==> config.mk <==
export PLATFORM = sky130hd
export DESIGN_NAME = l2_port_arbiter_flat
export DESIGN_NICKNAME = d
export VERILOG_FILES = /design/src/rtl/l2_port_arbiter_pkg.sv /design/src/rtl/l2_port_arbiter_if.sv /design/src/rtl/l2_port_arbiter_slot.sv /design/src/rtl/l2_port_arbiter.sv /design/src/flat_wrapper.sv
export SDC_FILE = /design/constraint.sdc
export NUM_CORES = 2
export LEC_CHECK = 0
export ABC_AREA = 1
export BUFFER_PORTS_ARGS = -buffer_cell sky130_fd_sc_hd__buf_2
export CORE_AREA = 2 2 657 659
export CTS_CLUSTER_DIAMETER = 200
export DETAILED_ROUTE_END_ITERATION = 7
export DIE_AREA = 0 0 659 661
export GPL_ROUTABILITY_DRIVEN = 0
export PLACE_DENSITY_LB_ADDON = 0.15
export SYNTH_ARGS = -nofsm -noshare
export SYNTH_HDL_FRONTEND = slang
export SYNTH_SLANG_ARGS = --single-unit
==> constraint.sdc <==
create_clock -name clk -period 30.2 [get_ports clk]
set_clock_uncertainty 0.05 [all_clocks]
set_input_delay 3.02 -clock clk [delete_from_list [all_inputs] [get_ports clk]]
set_output_delay 3.02 -clock clk [all_outputs]
set_load 0.05 [all_outputs]
==> src/rtl/l2_port_arbiter_pkg.sv <==
// Shared constants and types for the L1-to-L2 port arbiter.
package l2_port_arbiter_pkg;

    localparam int DEF_ADDR_WIDTH   = 32;
    localparam int DEF_LINE_WIDTH   = 256;
    localparam int DEF_MSHR_ID_BITS = 3;

    localparam int   PORT_BITS = 1;
    localparam logic PORT_I    = 1'b0;   // instruction L1
    localparam logic PORT_D    = 1'b1;   // data L1

    // Request bundle as seen by L2 at the default widths: {addr, data, rw, id}
    typedef struct packed {
        logic [DEF_ADDR_WIDTH-1:0]             addr;
        logic [DEF_LINE_WIDTH-1:0]             data;
        logic                                  rw;
        logic [DEF_MSHR_ID_BITS+PORT_BITS-1:0] id;
    } l2_req_t;

    // The round-robin winner when both ports compete is the one not served last
    function automatic logic other_port(input logic p);
        return ~p;
    endfunction

endpackage

==> src/rtl/l2_port_arbiter_if.sv <==
// L1 requester port bundle and L2 port bundle.
interface l1_req_if
    import l2_port_arbiter_pkg::*;
#(
    parameter int ADDR_WIDTH   = DEF_ADDR_WIDTH,
    parameter int LINE_WIDTH   = DEF_LINE_WIDTH,
    parameter int MSHR_ID_BITS = DEF_MSHR_ID_BITS
);
    logic [ADDR_WIDTH-1:0]   addr;
    logic [LINE_WIDTH-1:0]   data;
    logic                    rw;
    logic                    valid;
    logic [MSHR_ID_BITS-1:0] id;
    logic                    stall;
    logic [LINE_WIDTH-1:0]   rsp_data;
    logic [MSHR_ID_BITS-1:0] rsp_id;
    logic                    ready;

    // L1 cache side
    modport master (output addr, data, rw, valid, id,
                    input  stall, rsp_data, rsp_id, ready);
    // Arbiter side
    modport slave  (input  addr, data, rw, valid, id,
                    output stall, rsp_data, rsp_id, ready);
endinterface

interface l2_bus_if
    import l2_port_arbiter_pkg::*;
#(
    parameter int ADDR_WIDTH   = DEF_ADDR_WIDTH,
    parameter int LINE_WIDTH   = DEF_LINE_WIDTH,
    parameter int MSHR_ID_BITS = DEF_MSHR_ID_BITS
);
    logic [ADDR_WIDTH-1:0]   addr;
    logic [LINE_WIDTH-1:0]   data;
    logic                    rw;
    logic                    valid;
    logic [MSHR_ID_BITS:0]   id;
    logic                    stall;
    logic [LINE_WIDTH-1:0]   rsp_data;
    logic [MSHR_ID_BITS:0]   rsp_id;
    logic                    ready;

    // Arbiter side
    modport master (output addr, data, rw, valid, id,
                    input  stall, rsp_data, rsp_id, ready);
    // L2 cache side
    modport slave  (input  addr, data, rw, valid, id,
                    output stall, rsp_data, rsp_id, ready);
endinterface

==> src/rtl/l2_port_arbiter_slot.sv <==
// One-entry request holding register with full flag.
// Capture only when empty; clear on grant. Capture and clear never coincide
// because clear needs a full slot and capture needs an empty one.
module l2_req_slot #(
    parameter int ADDR_WIDTH   = 32,
    parameter int LINE_WIDTH   = 256,
    parameter int MSHR_ID_BITS = 3
) (
    input  logic                    clk,
    input  logic                    reset,
    input  logic                    cap_i,
    input  logic                    clr_i,
    input  logic [ADDR_WIDTH-1:0]   addr_i,
    input  logic [LINE_WIDTH-1:0]   data_i,
    input  logic                    rw_i,
    input  logic [MSHR_ID_BITS-1:0] id_i,
    output logic                    full_o,
    output logic [ADDR_WIDTH-1:0]   addr_o,
    output logic [LINE_WIDTH-1:0]   data_o,
    output logic                    rw_o,
    output logic [MSHR_ID_BITS-1:0] id_o
);
    logic                    full_q, full_d;
    logic                    load;
    logic [ADDR_WIDTH-1:0]   addr_q;
    logic [LINE_WIDTH-1:0]   data_q;
    logic                    rw_q;
    logic [MSHR_ID_BITS-1:0] id_q;

    // A pulse arriving while full is an L1 protocol error and is dropped
    assign load = cap_i && !full_q;

    // Next-state of the occupancy flag
    always_comb begin
        full_d = full_q;
        if (clr_i)
            full_d = 1'b0;
        else if (load)
            full_d = 1'b1;
    end

    // Occupancy flag; reset empties the slot
    always_ff @(posedge clk or posedge reset) begin
        if (reset)
            full_q <= 1'b0;
        else
            full_q <= full_d;
    end

    // Payload is only meaningful while full, so it carries no reset
    always_ff @(posedge clk) begin
        if (load) begin
            addr_q <= addr_i;
            data_q <= data_i;
            rw_q   <= rw_i;
            id_q   <= id_i;
        end
    end

    assign full_o = full_q;
    assign addr_o = addr_q;
    assign data_o = data_q;
    assign rw_o   = rw_q;
    assign id_o   = id_q;

endmodule

==> src/rtl/l2_port_arbiter.sv <==
// Shares the single L2 request/response port between the instruction L1
// (port 0) and data L1 (port 1). Round-robin grant, port number carried in
// the L2 id MSB, responses steered back by that MSB.
module l2_port_arbiter
    import l2_port_arbiter_pkg::*;
#(
    parameter int ADDR_WIDTH   = DEF_ADDR_WIDTH,
    parameter int LINE_WIDTH   = DEF_LINE_WIDTH,
    parameter int MSHR_ID_BITS = DEF_MSHR_ID_BITS
) (
    input  logic      clk,
    input  logic      reset,
    l1_req_if.slave   rq0,
    l1_req_if.slave   rq1,
    l2_bus_if.master  l2
);
    localparam int ID_W = MSHR_ID_BITS + PORT_BITS;

    logic                    full0, full1;
    logic [ADDR_WIDTH-1:0]   s0_addr, s1_addr;
    logic [LINE_WIDTH-1:0]   s0_data, s1_data;
    logic                    s0_rw, s1_rw;
    logic [MSHR_ID_BITS-1:0] s0_id, s1_id;

    logic                    any_gnt, gnt_port, gnt0, gnt1;
    logic                    rr_q, rr_d;

    logic                    l2_valid_q, l2_valid_d;
    logic [ADDR_WIDTH-1:0]   l2_addr_q, l2_addr_d;
    logic [LINE_WIDTH-1:0]   l2_data_q, l2_data_d;
    logic                    l2_rw_q, l2_rw_d;
    logic [ID_W-1:0]         l2_id_q, l2_id_d;

    logic                    rsp_port;
    logic                    rdy0_q, rdy0_d, rdy1_q, rdy1_d;
    logic [LINE_WIDTH-1:0]   rsp0_data_q, rsp0_data_d, rsp1_data_q, rsp1_data_d;
    logic [MSHR_ID_BITS-1:0] rsp0_id_q, rsp0_id_d, rsp1_id_q, rsp1_id_d;

    l2_req_slot #(
        .ADDR_WIDTH(ADDR_WIDTH), .LINE_WIDTH(LINE_WIDTH), .MSHR_ID_BITS(MSHR_ID_BITS)
    ) u_slot0 (
        .clk(clk), .reset(reset), .cap_i(rq0.valid), .clr_i(gnt0),
        .addr_i(rq0.addr), .data_i(rq0.data), .rw_i(rq0.rw), .id_i(rq0.id),
        .full_o(full0), .addr_o(s0_addr), .data_o(s0_data), .rw_o(s0_rw), .id_o(s0_id)
    );

    l2_req_slot #(
        .ADDR_WIDTH(ADDR_WIDTH), .LINE_WIDTH(LINE_WIDTH), .MSHR_ID_BITS(MSHR_ID_BITS)
    ) u_slot1 (
        .clk(clk), .reset(reset), .cap_i(rq1.valid), .clr_i(gnt1),
        .addr_i(rq1.addr), .data_i(rq1.data), .rw_i(rq1.rw), .id_i(rq1.id),
        .full_o(full1), .addr_o(s1_addr), .data_o(s1_data), .rw_o(s1_rw), .id_o(s1_id)
    );

    // Grant selection: a lone full slot wins; on contention the port not served last wins
    always_comb begin
        any_gnt  = (full0 || full1) && !l2.stall;
        gnt_port = full1 ? PORT_D : PORT_I;
        if (full0 && full1)
            gnt_port = other_port(rr_q);
        gnt0 = any_gnt && (gnt_port == PORT_I);
        gnt1 = any_gnt && (gnt_port == PORT_D);
        rr_d = any_gnt ? gnt_port : rr_q;
    end

    // Forwarded request fields: load from the granted slot, otherwise hold
    always_comb begin
        l2_valid_d = any_gnt;
        l2_addr_d  = l2_addr_q;
        l2_data_d  = l2_data_q;
        l2_rw_d    = l2_rw_q;
        l2_id_d    = l2_id_q;
        if (gnt0) begin
            l2_addr_d = s0_addr;
            l2_data_d = s0_data;
            l2_rw_d   = s0_rw;
            l2_id_d   = {PORT_I, s0_id};
        end else if (gnt1) begin
            l2_addr_d = s1_addr;
            l2_data_d = s1_data;
            l2_rw_d   = s1_rw;
            l2_id_d   = {PORT_D, s1_id};
        end
    end

    // Request output register and round-robin pointer
    always_ff @(posedge clk or posedge reset) begin
        if (reset) begin
            rr_q       <= PORT_I;
            l2_valid_q <= 1'b0;
            l2_addr_q  <= '0;
            l2_data_q  <= '0;
            l2_rw_q    <= 1'b0;
            l2_id_q    <= '0;
        end else begin
            rr_q       <= rr_d;
            l2_valid_q <= l2_valid_d;
            l2_addr_q  <= l2_addr_d;
            l2_data_q  <= l2_data_d;
            l2_rw_q    <= l2_rw_d;
            l2_id_q    <= l2_id_d;
        end
    end

    assign rsp_port = l2.rsp_id[MSHR_ID_BITS];

    // Response demux: only the owning port sees the pulse; the other holds its data/id
    always_comb begin
        rdy0_d      = l2.ready && (rsp_port == PORT_I);
        rdy1_d      = l2.ready && (rsp_port == PORT_D);
        rsp0_data_d = rsp0_data_q;
        rsp0_id_d   = rsp0_id_q;
        rsp1_data_d = rsp1_data_q;
        rsp1_id_d   = rsp1_id_q;
        if (rdy0_d) begin
            rsp0_data_d = l2.rsp_data;
            rsp0_id_d   = l2.rsp_id[MSHR_ID_BITS-1:0];
        end
        if (rdy1_d) begin
            rsp1_data_d = l2.rsp_data;
            rsp1_id_d   = l2.rsp_id[MSHR_ID_BITS-1:0];
        end
    end

    // Response output registers; an in-flight response is dropped by reset
    always_ff @(posedge clk or posedge reset) begin
        if (reset) begin
            rdy0_q      <= 1'b0;
            rdy1_q      <= 1'b0;
            rsp0_data_q <= '0;
            rsp0_id_q   <= '0;
            rsp1_data_q <= '0;
            rsp1_id_q   <= '0;
        end else begin
            rdy0_q      <= rdy0_d;
            rdy1_q      <= rdy1_d;
            rsp0_data_q <= rsp0_data_d;
            rsp0_id_q   <= rsp0_id_d;
            rsp1_data_q <= rsp1_data_d;
            rsp1_id_q   <= rsp1_id_d;
        end
    end

    // Stall is forced high during reset so no L1 pulses into a slot being cleared
    assign rq0.stall    = full0 | reset;
    assign rq1.stall    = full1 | reset;
    assign rq0.rsp_data = rsp0_data_q;
    assign rq0.rsp_id   = rsp0_id_q;
    assign rq0.ready    = rdy0_q;
    assign rq1.rsp_data = rsp1_data_q;
    assign rq1.rsp_id   = rsp1_id_q;
    assign rq1.ready    = rdy1_q;

    assign l2.valid = l2_valid_q;
    assign l2.addr  = l2_addr_q;
    assign l2.data  = l2_data_q;
    assign l2.rw    = l2_rw_q;
    assign l2.id    = l2_id_q;

endmodule
==> src/flat_wrapper.sv <==
// flat-port wrapper written by rule: the top's interface ports become plain ports
module l2_port_arbiter_flat import l2_port_arbiter_pkg::*;
#(
    parameter int ADDR_WIDTH   = DEF_ADDR_WIDTH,
    parameter int LINE_WIDTH   = DEF_LINE_WIDTH,
    parameter int MSHR_ID_BITS = DEF_MSHR_ID_BITS
)
  (clk, reset, rq0_addr, rq0_data, rq0_rw, rq0_valid, rq0_id, rq0_stall, rq0_rsp_data, rq0_rsp_id, rq0_ready, rq1_addr, rq1_data, rq1_rw, rq1_valid, rq1_id, rq1_stall, rq1_rsp_data, rq1_rsp_id, rq1_ready, l2_addr, l2_data, l2_rw, l2_valid, l2_id, l2_stall, l2_rsp_data, l2_rsp_id, l2_ready);
  l1_req_if #(.ADDR_WIDTH(ADDR_WIDTH), .LINE_WIDTH(LINE_WIDTH), .MSHR_ID_BITS(MSHR_ID_BITS)) rq0_i ();
  l1_req_if #(.ADDR_WIDTH(ADDR_WIDTH), .LINE_WIDTH(LINE_WIDTH), .MSHR_ID_BITS(MSHR_ID_BITS)) rq1_i ();
  l2_bus_if #(.ADDR_WIDTH(ADDR_WIDTH), .LINE_WIDTH(LINE_WIDTH), .MSHR_ID_BITS(MSHR_ID_BITS)) l2_i ();
  input  logic clk;
  input  logic reset;
  input wire logic [$bits(rq0_i.addr)-1:0] rq0_addr;
  input wire logic [$bits(rq0_i.data)-1:0] rq0_data;
  input wire logic [$bits(rq0_i.rw)-1:0] rq0_rw;
  input wire logic [$bits(rq0_i.valid)-1:0] rq0_valid;
  input wire logic [$bits(rq0_i.id)-1:0] rq0_id;
  output wire logic [$bits(rq0_i.stall)-1:0] rq0_stall;
  output wire logic [$bits(rq0_i.rsp_data)-1:0] rq0_rsp_data;
  output wire logic [$bits(rq0_i.rsp_id)-1:0] rq0_rsp_id;
  output wire logic [$bits(rq0_i.ready)-1:0] rq0_ready;
  input wire logic [$bits(rq1_i.addr)-1:0] rq1_addr;
  input wire logic [$bits(rq1_i.data)-1:0] rq1_data;
  input wire logic [$bits(rq1_i.rw)-1:0] rq1_rw;
  input wire logic [$bits(rq1_i.valid)-1:0] rq1_valid;
  input wire logic [$bits(rq1_i.id)-1:0] rq1_id;
  output wire logic [$bits(rq1_i.stall)-1:0] rq1_stall;
  output wire logic [$bits(rq1_i.rsp_data)-1:0] rq1_rsp_data;
  output wire logic [$bits(rq1_i.rsp_id)-1:0] rq1_rsp_id;
  output wire logic [$bits(rq1_i.ready)-1:0] rq1_ready;
  output wire logic [$bits(l2_i.addr)-1:0] l2_addr;
  output wire logic [$bits(l2_i.data)-1:0] l2_data;
  output wire logic [$bits(l2_i.rw)-1:0] l2_rw;
  output wire logic [$bits(l2_i.valid)-1:0] l2_valid;
  output wire logic [$bits(l2_i.id)-1:0] l2_id;
  input wire logic [$bits(l2_i.stall)-1:0] l2_stall;
  input wire logic [$bits(l2_i.rsp_data)-1:0] l2_rsp_data;
  input wire logic [$bits(l2_i.rsp_id)-1:0] l2_rsp_id;
  input wire logic [$bits(l2_i.ready)-1:0] l2_ready;
  assign rq0_i.addr = rq0_addr;
  assign rq0_i.data = rq0_data;
  assign rq0_i.rw = rq0_rw;
  assign rq0_i.valid = rq0_valid;
  assign rq0_i.id = rq0_id;
  assign rq0_stall = rq0_i.stall;
  assign rq0_rsp_data = rq0_i.rsp_data;
  assign rq0_rsp_id = rq0_i.rsp_id;
  assign rq0_ready = rq0_i.ready;
  assign rq1_i.addr = rq1_addr;
  assign rq1_i.data = rq1_data;
  assign rq1_i.rw = rq1_rw;
  assign rq1_i.valid = rq1_valid;
  assign rq1_i.id = rq1_id;
  assign rq1_stall = rq1_i.stall;
  assign rq1_rsp_data = rq1_i.rsp_data;
  assign rq1_rsp_id = rq1_i.rsp_id;
  assign rq1_ready = rq1_i.ready;
  assign l2_addr = l2_i.addr;
  assign l2_data = l2_i.data;
  assign l2_rw = l2_i.rw;
  assign l2_valid = l2_i.valid;
  assign l2_id = l2_i.id;
  assign l2_i.stall = l2_stall;
  assign l2_i.rsp_data = l2_rsp_data;
  assign l2_i.rsp_id = l2_rsp_id;
  assign l2_i.ready = l2_ready;
  l2_port_arbiter #(.ADDR_WIDTH(ADDR_WIDTH), .LINE_WIDTH(LINE_WIDTH), .MSHR_ID_BITS(MSHR_ID_BITS)) u_core (.clk(clk), .reset(reset), .rq0(rq0_i), .rq1(rq1_i), .l2(l2_i));
endmodule
==> results.yml <==
clocking:
  clk_pin_slew_ns: 0.06
  htreeDepth: 4
  cts_made_buffers: 183
  cts_hold_buf: 0
  clkLatencyLatePin_ns: 0.86
  tritoncts: "done"
  cts.sinks: 1401
  post_cts_buffers: 0
  cts_buffer_depth: 4
  cts_resized: 0
  root_buffer: "clkbuf_16"
critical_path:
  timing.rr.start: "u_core.u_slot0.full_o"
  endpoint_kind: "primary output"
  startpoint_type: "input port"
  critPathArrivalTime_ns: 4.08
  cp_num_cells: 4
  criticalPathCategory: "input port to primary output"
  path_max_fanout: 65
  path_cells: "buf_2 > inv_8 > nand2_1 > buf_2"
  cpPeakStageDelay_ns: 0.40
  r2r_cells: 5
  r2r_end: "u_core.u_slot0.data_o[96]"
  reg2reg_setup_slack_ns: 25.72
  path_buf_inv: 3
  critical_path.most_common_cell: "buf_2"
  slowest_stage: "inv_8"
  crit_required_ns: 27.13
  crit_family: "buffers and inverters"
drt:
  firstDrtPassIters: 5
  wl_per_cell_um: 23.1
  via_per_inst: 3.30
  ant_nets: 0
  drc_errors: 0
  vias: 40902
  dr.first_iter.drc_count: 2533
  wl_mm: 286
sta:
  setup_viol: 0
  finalCritPeriodShare_pct: 23.7
  fmax_mhz: 140
  relSlewSlack_pct: 27.3
  tns_ns: 0
  worstMarginPinSlew_ns: 1.09
  rsz0062_at_grt: "false"
  hold_ws_ns: 0.404
  finalMaxSlewViolations: 0
  final.min_clock_period_ns: 7.15
  finalHoldViolCount: 0
run:
  drv_cap: 0
grt:
  gr-total-overflow: 0
  antenna_found_initial: 256
  grt_pass1_wl_mm: 377
  grt_pass1_vias: 41488
  grt_start_max_net_pins: 212
  grt_usage_pct: 12.6
layout:
  layout_commonest_cell: "buf_2"
  area_delta_synth_final_pct: 40.0
  drive_above_1_share_pct: 30.1
  layout_common_cells: "buf_2 (1665), nand2_1 (1327), dfrtp_1 (816)"
  design_area_um2: 73400
  nNetsFinal: 7301
  nFillCells: 48190
synthesis:
  synth_fp_nets: 5669
  yosysUniqueCellTypes: 20
  yosys_warnings: 0
  avgSynthCellArea_um2: 10.9
  syn_area_um2: 52400
  syn_inst: 4819
  ys_ff_latch: 1401
  ys_seq_area_share_pct: 72.5
power:
  clockPowerShare_pct: 28.8
  power_frac_seq_pct: 35.4
  p_leak_nw: 34.4
  p_int_mw: 4.25
  combPwrFrac_pct: 35.8
  power.switching_mw: 3.35
  cellPowerDensity_nw_per_um2: 104
  peakVddDrop_mv: 0.0602
  p_sw_share_pct: 44.1
floorplanning:
  die_w_um: 659
  rows: 241
  die_height_um: 661
  core_area_um2: 429000
  start_util_pct: 12.2
  ioPinCount: 1666
  die_area_um2: 436000
status:
  status: "completed"
placed_design:
  io_buffers: 1665
  dp_hpwl_mm: 217
  dpl_cell_area_um2: 67200
min_path:
  hp-start: "u_core.u_slot1.data_o[121]"
  whs_path_depth: 2
  hold_path_end: "u_core.l2.data[121]"
  holdCritPathClass: "flop to flop"
-- flip-flops by register name, indices dropped and copies added, names as in the netlist, 3 cells and up --
| signal | count |
|---|---|
| u_core.l2.id | 4 |
| u_core.u_slot0.id_o | 3 |
| u_core.u_slot1.data_o | 256 |
| u_core.l2.addr | 32 |
| u_core.rq1.rsp_id | 3 |
| u_core.rq1.rsp_data | 256 |
| u_core.u_slot0.data_o | 256 |
| u_core.l2.data | 256 |
| u_core.u_slot0.addr_o | 32 |
| u_core.u_slot1.id_o | 3 |
| u_core.u_slot1.addr_o | 32 |
| u_core.rq0.rsp_data | 256 |
| u_core.rq0.rsp_id | 3 |
-- routing by layer --
layer,up-vias,GRT usage [%],part of all wire [%]
li1,18879,-,-
met2,1604,24.3,54
met5,-,0,0.34
met4,154,4.80,4.6
met1,19617,11.3,31
met3,648,5.90,10
-- cell usage after synthesis (all sizes together) --
| master | n | area share, % |
|---|---|---|
| nand2 | 1330 | 9.5 |
| edfxtp | 584 | 33 |
| a21oi | 1 | 0.0095 |
| nand3 | 584 | 5.6 |
| inv | 709 | 5.1 |
| or2 | 2 | 0.024 |
| nor2 | 6 | 0.076 |
| o21ai | 519 | 5.0 |
| clkbuf | 111 | 0.80 |
| buf | 156 | 1.5 |
| dfrtp | 817 | 39 |
-- through the flow --
stage	utilization [%]	std cells	total power, mW	setup slack [ns]
finish	17.1	12392	7.60	23.05
global route	17.1	12337	8.04	22.80
CTS	17.1	12312	7.81	22.97
detailed placement	15.7	11976	5.53	22.27
global placement	15.7	11976	5.54	22.33
floorplan	-	4819	4.53	1.84
-- cell type report --
class                   instances  area (um2)  area share, %
repair buffers               1714        8800           12.0
multi-input cells            2442       10600           14.5
clock buffers                 268        5170           7.05
well taps                    5710        7140           9.74
clock inverters                68         757           1.03
flip-flops and latches       1401       38000           51.8
diodes                         80         200          0.273
inverters                     709        2680           3.65
-- logic make-up (layout without fill, tap and decap cells) --
group / Yosys count / count (layout) / share of synthesized area, %
buffers and inverters: 976 / 2759 / 7.35
and+or+nand+nor: 1922 / 1922 / 15.2
DFF: 1401 / 1401 / 72.5
AOI/OAI and AO/OA: 520 / 520 / 4.97
other: 0 / 80 / 0
-- worst max-delay path by stage --
stage	start	to	slack, ns
2_1_floorplan	reset	rq1_stall	1.84
3_3_place_gp	reset	u_core.rq0.rsp_data[97]	22.33
3_5_place_dp	reset	u_core.rq0.rsp_data[100]	22.27
4_1_cts	reset	rq1_stall	22.97
5_1_grt	reset	u_core.rq0.rsp_data[100]	22.80
6_report	reset	rq1_stall	23.05
-- power by group through the flow --
stage,Sequential [mW],Combinational (mW),Clock [mW]
final,2.69,2.72,2.19
after global routing,2.74,2.94,2.36
after CTS,2.71,2.81,2.29
after detailed placement,2.74,2.80,0
after global placement,2.73,2.80,0
after floorplan,3.73,0.796,0
-- worst min-delay path, cell delays in order, from the launching register on --
cell	delay (ns)
edfxtp_1	0.32
nand2_1	0.05
nand3_1	0.07
(Power assumes the default switching activity.)
